**config.mk**
```make
export PLATFORM = sky130hd
export DESIGN_NAME = clock_gate_mc
export DESIGN_NICKNAME = d
export VERILOG_FILES = /design/src/rtl/clock_gate_mc.sv
export SDC_FILE = /design/constraint.sdc
export NUM_CORES = 1
export LEC_CHECK = 0
export ABC_CLOCK_PERIOD_IN_PS = 2000
export CAP_MARGIN = 20
export CORE_MARGIN = 1.5
export CORE_UTILIZATION = 47
export CTS_BUF_LIST = sky130_fd_sc_hd__clkbuf_16
export CTS_CLUSTER_SIZE = 24
export DETAILED_ROUTE_END_ITERATION = 10
export PLACE_DENSITY = 0.78
export SYNTH_ARGS = -nofsm -noshare
export SYNTH_HDL_FRONTEND = slang
export SYNTH_SLANG_ARGS = --single-unit
```
**constraint.sdc**
```tcl
create_clock -name clk_i -period 2 [get_ports clk_i]
set_input_delay 0.3 -clock clk_i [delete_from_list [all_inputs] [get_ports clk_i]]
set_output_delay 0.3 -clock clk_i [all_outputs]
set_load 0.01 [all_outputs]
```
**src/rtl/clock_gate_mc.sv**
```systemverilog
// -----------------------------------------------------------------------------
// clock_gate_mc
//
// Multi-channel clock gate controller. Each channel runs a small FSM
// (OFF -> WAKE -> ON -> DRAIN -> OFF) driven by level wake/shutdown requests.
// It produces a glitch-free latch-gated clock, a registered active flag and a
// one-cycle start pulse per wake-up.
//
// Optional feature macro: CLOCK_GATE_IDLE_TIMEOUT_EN
//   When defined, a per-channel idle counter auto-drains an ON channel after
//   idle_limit consecutive non-busy cycles. When undefined, busy and
//   idle_limit are accepted but ignored.
//
// Parameters
//   NCH        number of gated channels
//   DRAIN_CYC  cycles the clock keeps running after clk_end (>= 1)
//   IDLE_W     width of idle_limit and the idle counters
//
// Ports
//   clk_i       in   1       free-running clock
//   rst         in   1       synchronous active-low reset
//   clk_en      in   NCH     per-channel wake request (level)
//   clk_end     in   NCH     per-channel shutdown request (level)
//   busy        in   NCH     per-channel activity flag (idle timeout only)
//   idle_limit  in   IDLE_W  idle cycles before auto-shutdown, 0 disables
//   clk_o       out  NCH     gated clocks
//   rst_o       out  NCH     channel active (state != OFF), registered
//   start_in    out  NCH     one-cycle start pulse per wake-up, registered
//   all_off     out  1       every channel OFF, registered
// -----------------------------------------------------------------------------
module clock_gate_mc #(
    parameter int unsigned NCH       = 4,
    parameter int unsigned DRAIN_CYC = 2,
    parameter int unsigned IDLE_W    = 8
) (
    input  logic              clk_i,
    input  logic              rst,
    input  logic [NCH-1:0]    clk_en,
    input  logic [NCH-1:0]    clk_end,
    input  logic [NCH-1:0]    busy,
    input  logic [IDLE_W-1:0] idle_limit,
    output logic [NCH-1:0]    clk_o,
    output logic [NCH-1:0]    rst_o,
    output logic [NCH-1:0]    start_in,
    output logic              all_off
);

    localparam int unsigned DCW = (DRAIN_CYC > 1) ? $clog2(DRAIN_CYC) : 1;
    localparam logic [DCW-1:0] DrainLoad = DCW'(DRAIN_CYC - 1);

    typedef enum logic [1:0] {
        StOff   = 2'd0,
        StWake  = 2'd1,
        StOn    = 2'd2,
        StDrain = 2'd3
    } state_e;

    state_e         r_state     [NCH];
    logic [DCW-1:0] r_drain_cnt [NCH];
    logic [NCH-1:0] r_active;
    logic [NCH-1:0] r_start;
    logic           r_all_off;
    logic [NCH-1:0] r_en_latch;

    state_e         w_state_nxt [NCH];
    logic [DCW-1:0] w_cnt_nxt   [NCH];
    logic [NCH-1:0] w_idle_hit;
    logic [NCH-1:0] w_active_nxt;
    logic [NCH-1:0] w_start_nxt;

`ifdef CLOCK_GATE_IDLE_TIMEOUT_EN
    logic [IDLE_W-1:0] r_idle [NCH];

    always_comb begin
        for (int c = 0; c < NCH; c++) begin
            w_idle_hit[c] = (idle_limit != '0) && (r_idle[c] == idle_limit);
        end
    end

    // Counter is held at zero outside ON, so every entry to ON starts fresh.
    always_ff @(posedge clk_i) begin
        for (int c = 0; c < NCH; c++) begin
            if (!rst || r_state[c] != StOn || busy[c]) begin
                r_idle[c] <= '0;
            end else if (r_idle[c] != {IDLE_W{1'b1}}) begin
                r_idle[c] <= r_idle[c] + 1'b1;
            end
        end
    end
`else
    logic w_unused;
    assign w_unused   = ^{busy, idle_limit};
    assign w_idle_hit = '0;
`endif

    // Next-state logic; clk_en always takes priority over any shutdown cause.
    always_comb begin
        for (int c = 0; c < NCH; c++) begin
            w_state_nxt[c] = r_state[c];
            w_cnt_nxt[c]   = r_drain_cnt[c];
            unique case (r_state[c])
                StOff: begin
                    if (clk_en[c]) w_state_nxt[c] = StWake;
                end
                StWake: begin
                    if (clk_end[c] && !clk_en[c]) begin
                        w_state_nxt[c] = StDrain;
                        w_cnt_nxt[c]   = DrainLoad;
                    end else begin
                        w_state_nxt[c] = StOn;
                    end
                end
                StOn: begin
                    if (!clk_en[c] && (clk_end[c] || w_idle_hit[c])) begin
                        w_state_nxt[c] = StDrain;
                        w_cnt_nxt[c]   = DrainLoad;
                    end
                end
                StDrain: begin
                    if (clk_en[c]) begin
                        w_state_nxt[c] = StOn;
                    end else if (r_drain_cnt[c] == '0) begin
                        w_state_nxt[c] = StOff;
                    end else begin
                        w_cnt_nxt[c] = r_drain_cnt[c] - 1'b1;
                    end
                end
                default: w_state_nxt[c] = StOff;
            endcase
            w_active_nxt[c] = (w_state_nxt[c] != StOff);
            w_start_nxt[c]  = (w_state_nxt[c] == StWake);
        end
    end

    // State, counters and registered outputs.
    always_ff @(posedge clk_i) begin
        if (!rst) begin
            for (int c = 0; c < NCH; c++) begin
                r_state[c]     <= StOff;
                r_drain_cnt[c] <= '0;
            end
            r_active  <= '0;
            r_start   <= '0;
            r_all_off <= 1'b1;
        end else begin
            for (int c = 0; c < NCH; c++) begin
                r_state[c]     <= w_state_nxt[c];
                r_drain_cnt[c] <= w_cnt_nxt[c];
            end
            r_active  <= w_active_nxt;
            r_start   <= w_start_nxt;
            r_all_off <= ~|w_active_nxt;
        end
    end

    // Enable latch is transparent only while clk_i is low, so the AND gate
    // below can never produce a runt or glitch on clk_o.
    always_latch begin
        if (!clk_i) r_en_latch = r_active;
    end

    assign clk_o    = {NCH{clk_i}} & r_en_latch;
    assign rst_o    = r_active;
    assign start_in = r_start;
    assign all_off  = r_all_off;

endmodule
```
==> results.py, run 1 <==
metrics = {
    "run_status": {
        "status": "finished, violations left",
        "violations": "setup timing",
    },
    "setup_path": {
        "worstPathRequired_ns": 1.70,
        "cp_num_buf_inv": 1,
        "slowest_stage": "dlxtn_2",
        "cp-end-kind": "output port",
        "max_stage_delay_ns": 0.40,
        "cp-start-kind": "latch",
        "path_delay_family": "latches",
        "path_cells": "and2_4 -> buf_6",
        "critical_path_class": "latch to output port",
        "worstPathArrival_ns": 2.03,
        "crit_fanout": 1,
    },
    "place": {
        "dp.cells": 194,
        "port_buffers": 22,
        "dp_slack_ns": -0.305,
        "place.gp.congestion": 0.821,
        "post-dp-hpwl_mm": 1.90,
    },
    "global_routing": {
        "use_met3": 0.0890,
        "grt.met1_usage": 0.199,
        "grt_pass1_vias": 1193,
        "grt_remaining_overflow": 0,
        "gr-usage-met2": 0.349,
        "grt_max_degree": 16,
        "grt_util_all_layers": 0.207,
        "grt.busiest_layer": "met2",
        "antenna_found_initial": 0,
        "grt_pass1_wl_mm": 4.90,
    },
    "logic_synthesis": {
        "syn_inst": 141,
        "yosysUniqueCellTypes": 31,
        "syn_avg_cell_area_um2": 9.13,
        "synth-edff-count": 3,
        "ys_seq_elements": 25,
        "synth_warnings": 0,
        "netlist_area_mm2": 0.00129,
        "ys.flop_type": "dfxtp_1",
        "synth_nets": 179,
        "async_flop_share": 0,
    },
    "clock_tree": {
        "hold_buffers": 0,
        "cts_tree": "built",
        "post-cts-setup-buffer-count": 0,
        "clk_latency_ns": 0.37,
        "clkSlewWorstSetupHoldPaths_ns": 0.06,
    },
    "final_layout": {
        "diodes": 0,
        "fill_cells": 197,
        "layout_commonest_cell": "inv_1",
        "post_route_cells_drive_above_1_share": 0.168,
        "stdcell_count": 203,
        "layout_common_cells": "inv_1, dfxtp_1, clkdlybuf4s50_1, ha_1, nand2_1",
        "syn2layout_area_growth_pct": 34.7,
        "fin_nets": 211,
    },
    "power_and_ir_drop": {
        "peakVddDrop_uv": 859,
        "p_leak_nw": 0.780,
        "power_density_mw_per_mm2": 1110,
        "p_total_mw": 1.92,
    },
    "floorplanning": {
        "chipWidth_um": 55.3,
        "row_count": 18,
        "die-area_mm2": 0.00306,
        "io_pins": 35,
        "die-height_um": 55.3,
        "start_util": 0.506,
        "core-area_mm2": 0.00254,
    },
    "flow_run": {
        "drv_cap": 0,
    },
    "sta": {
        "finalSetupViolCount": 8,
        "relSlewSlack": 0.732,
        "hold_viol": 0,
        "tightest_slew_ns": 0.402,
        "drv_slew": 0,
        "setup_ws_ns": -0.332,
        "rsz0062_at_grt": "yes",
        "fin_skew_ns": 0.00134,
    },
    "detailed_routing": {
        "via_per_inst": 5.49,
        "antenna_left": 0,
        "firstDrtPassIters": 4,
        "vias": 1115,
        "drc_errors": 0,
        "avgRoutedWirePerCell_um": 14.3,
        "wl_mm": 2.91,
        "initialDrtViolationCount": 23,
    },
    "min_path": {
        "worstHoldPathType": "flip-flop to latch",
    },
}
## worst paths after layout
kind | start | cells past startpoint | to | slack (ns)
max | r_en_latch[0] | 2 | clk_o[0] | -0.33
min | rst_o[3] | 0 | r_en_latch[3] | 0.41
max reg2reg | r_state[3][0] | 7 | all_off | 0.22
min reg2reg | rst_o[3] | 0 | r_en_latch[3] | 0.41
## metrics by stage
stage	hold WS [ns]	setup TNS [ns]	area, µm²	util
floorplan	0.426	0	1290	-
global placement	0.386	-1.14	1550	0.609
detailed placement	0.393	-1.18	1550	0.609
CTS	0.411	-1.36	1720	0.674
global route	0.419	-1.44	1730	0.681
finish	0.407	-1.30	1730	0.681
## cells in the mapped netlist, types with 2 or more instances
cell type / count / area share
and2_1: 5 / 0.024
nor2_1: 8 / 0.023
nand2_1: 14 / 0.041
edfxtp_1: 3 / 0.070
a211oi_1: 3 / 0.017
inv_1: 20 / 0.058
nor3_1: 4 / 0.016
o21ai_1: 6 / 0.023
a21oi_1: 9 / 0.035
a22oi_1: 2 / 0.012
a211oi_2: 2 / 0.019
ha_1: 16 / 0.16
o31ai_1: 2 / 0.012
o21ai_0: 5 / 0.019
nand3b_1: 2 / 0.012
o32ai_2: 3 / 0.038
nor4_1: 2 / 0.0097
dlxtn_1: 4 / 0.047
dfxtp_1: 18 / 0.28
o21ai_2: 2 / 0.014
## registers in the layout (all words and copies together) (netlist names)
name / flops
start_in: 4
r_state: 8
r_drain_cnt: 4
r_en_latch: 4
rst_o: 4
all_off: 1
## cell families (layout without fill, tap and decap cells)
family | count (synthesis) | after routing | synth area share
compound gates | 40 | 40 | 0.235
simple gates | 38 | 38 | 0.143
buf+inv | 22 | 54 | 0.0700
flops | 21 | 21 | 0.350
fa+ha+maj | 16 | 16 | 0.155
latches | 4 | 4 | 0.0466
## per-layer routing
layer,wire length [µm],up-vias
met2,1460,36
met3,182,10
met4,82,0
li1,-,547
met5,0,-
met1,1180,522
## power breakdown
part	internal, mW	switching, mW	total (mW)	leakage (nW)
logic	0.162	0.182	0.344	0.439
registers	0.557	0.0388	0.595	0.212
clock network	0.675	0.303	0.978	0.129
total	1.39	0.523	1.92	0.780
## cell type report
cell class / instances / area, µm² / area share
clock buffers: 11 / 208 / 0.120
inverters: 21 / 78.8 / 0.0455
flip-flops and latches: 25 / 512 / 0.295
multi-input cells: 94 / 692 / 0.399
repair buffers: 20 / 195 / 0.113
well taps: 30 / 37.5 / 0.0216
clock inverters: 2 / 11.3 / 0.00649
## what timing repair did
item	CTS	global route
hold endpoints to repair	0	0
gates resized for setup	16	5
setup endpoints to repair	8	8
pin swaps	3	0
Note: power is estimated with default switching activity, not from simulation.
==> run 2, diff against run 1 <==
CORE_MARGIN = unset   (was 1.5)
MAX_ROUTING_LAYER = met4   (was unset)
==> run 2 against run 1 <==
Non-clock buffer count did not move. Critical endpoint is now clk_o[3]. Clock skew rose by 0.0049 ns. The flow still finishes with violations (setup timing). First-iteration DRC count rose by 22%. Cell count did not move.
==> results.py, run 2 (same netlist as run 1, synthesis figures left out) <==
metrics = {
    "final_layout": {
        "utilization": 0.683,
        "syn2layout_area_growth_pct": 33.8,
        "diodes": 0,
        "post_route_cells_drive_above_1_share": 0.162,
        "layout_common_cells": "inv_1, dfxtp_1, clkdlybuf4s50_1, ha_1, nand2_1",
        "regMostFlops": "r_state",
        "fill_cells": 204,
        "fin_nets": 211,
        "register_area_um2": 512,
        "layout_commonest_cell": "inv_1",
        "largest_reg_flops": 8,
        "multi_input_area_um2": 689,
    },
    "floorplanning": {
        "chipWidth_um": 54.3,
        "die-height_um": 54.3,
        "core-area_mm2": 0.00252,
        "start_util": 0.510,
        "row_count": 18,
        "io_pins": 35,
        "die-area_mm2": 0.00295,
    },
    "clock_tree": {
        "clkSlewWorstSetupHoldPaths_ns": 0.06,
        "cts_tree": "built",
        "post-cts-setup-buffer-count": 0,
        "clk_latency_ns": 0.37,
    },
    "setup_path": {
        "worstPathArrival_ns": 2.03,
        "critPathCapture": "clk_o[3]",
        "path_depth": 2,
        "rr_startpoint": "r_state[1][0]",
        "rr_worst_depth": 6,
        "r2r_end": "all_off",
        "cp_num_buf_inv": 1,
        "critical_path_class": "latch to output port",
        "r2r_slack_ns": 0.21,
        "path_cells": "and2_1 -> buf_2",
        "crit_fanout": 1,
        "path_delay_family": "latches",
        "cp-start-kind": "latch",
        "cp-startpoint": "r_en_latch[3]",
        "cp-end-kind": "output port",
        "max_stage_delay_ns": 0.38,
        "slowest_stage": "dlxtn_1",
        "worstPathRequired_ns": 1.70,
    },
    "global_routing": {
        "grt_max_degree": 15,
        "antenna_found_initial": 0,
        "grt_pass1_vias": 1115,
        "grt_util_all_layers": 0.250,
        "grt_pass1_wl_mm": 4.76,
        "grt_remaining_overflow": 0,
    },
    "run_status": {
        "status": "finished, violations left",
        "violations": "setup timing",
    },
    "place": {
        "port_buffers": 22,
        "post-dp-hpwl_mm": 1.94,
        "place.gp.congestion": 0.803,
        "dp_slack_ns": -0.294,
    },
    "sta": {
        "fin_skew_ns": 0.00620,
        "hold_viol": 0,
        "finalSetupViolCount": 8,
        "relSlewSlack": 0.750,
        "rsz0062_at_grt": "yes",
        "setup_ws_ns": -0.334,
        "tightest_slew_ns": 0.375,
        "drv_slew": 0,
    },
    "power_and_ir_drop": {
        "swShare": 0.275,
        "pwr-share-clk": 0.506,
        "pwr-share-comb": 0.181,
        "internal_power_mw": 1.38,
        "seq_power_share": 0.313,
        "peakVddDrop_uv": 1030,
        "switching_power_mw": 0.524,
        "power_density_mw_per_mm2": 1100,
        "p_leak_nw": 0.781,
        "p_total_mw": 1.90,
    },
    "detailed_routing": {
        "via_per_inst": 5.51,
        "drc_errors": 0,
        "initialDrtViolationCount": 28,
        "vias": 1119,
        "avgRoutedWirePerCell_um": 14.6,
        "firstDrtPassIters": 4,
        "antenna_left": 0,
        "wl_mm": 2.97,
    },
    "flow_run": {
        "drv_cap": 0,
    },
    "min_path": {
        "whs_path_depth": 0,
        "worstHoldPathType": "flip-flop to latch",
    },
}
-- run 2: cell types whose count changed in the layout (fill, tap and decap cells not counted), sizes merged --
cell      before  now
clkinv         0    1
clkinvlp       1    0
-- run 2: power by group through the flow --
stage	clock network [mW]	logic, mW	registers (mW)
global placement	0.0868	0.319	0.600
CTS	0.982	0.343	0.595
detailed placement	0.0868	0.332	0.604
floorplan	0.0367	0.196	0.611
finish	0.963	0.345	0.596
global route	1.01	0.380	0.604
-- run 2: layout make-up --
cell class	count	share of cell area
timing repair buffer	20	0.113
sequential	25	0.297
inverter	21	0.0458
clock inverter	2	0.00508
multi-input combinational	94	0.400
tap	30	0.0218
clock buffer	11	0.117
-- run 2: worst min-delay path by stage --
stage               slack, ns             to      from
floorplan                0.43  r_en_latch[0]  rst_o[0]
global placement         0.39  r_en_latch[0]  rst_o[0]
detailed placement       0.39  r_en_latch[2]  rst_o[2]
CTS                      0.41  r_en_latch[2]  rst_o[2]
global route             0.42  r_en_latch[3]  rst_o[3]
finish                   0.41  r_en_latch[3]  rst_o[3]
-- run 2: worst reg2reg max path, stage by stage, from the launching register on --
cell	delay, ns
dfxtp_1	0.42
inv_1	0.10
ha_1	0.24
a211oi_1	0.32
o32ai_2	0.17
nor4_1	0.27
a41o_1	0.21
-- run 2: routing by layer --
layer / global-route usage / part of all wire
met2: 0.394 / 0.51
met1: 0.227 / 0.39
met4: 0.201 / 0.029
met5: - / 0
met3: 0.122 / 0.068
-- run 2: stage by stage --
step | setup TNS, ns | hold WS, ns | cell area [µm²] | cells
6_report | -1.30 | 0.409 | 1720 | 203
5_1_grt | -1.47 | 0.416 | 1720 | 203
4_1_cts | -1.33 | 0.409 | 1720 | 203
3_5_place_dp | -1.16 | 0.392 | 1550 | 194
3_3_place_gp | -1.14 | 0.385 | 1550 | 194
2_1_floorplan | 0 | 0.426 | 1290 | 141
-- run 2: repair_timing --
action	CTS	global route
pin swaps	3	1
endpoints found under the setup margin	8	8
resized for setup	18	1
hold buffers	0	0
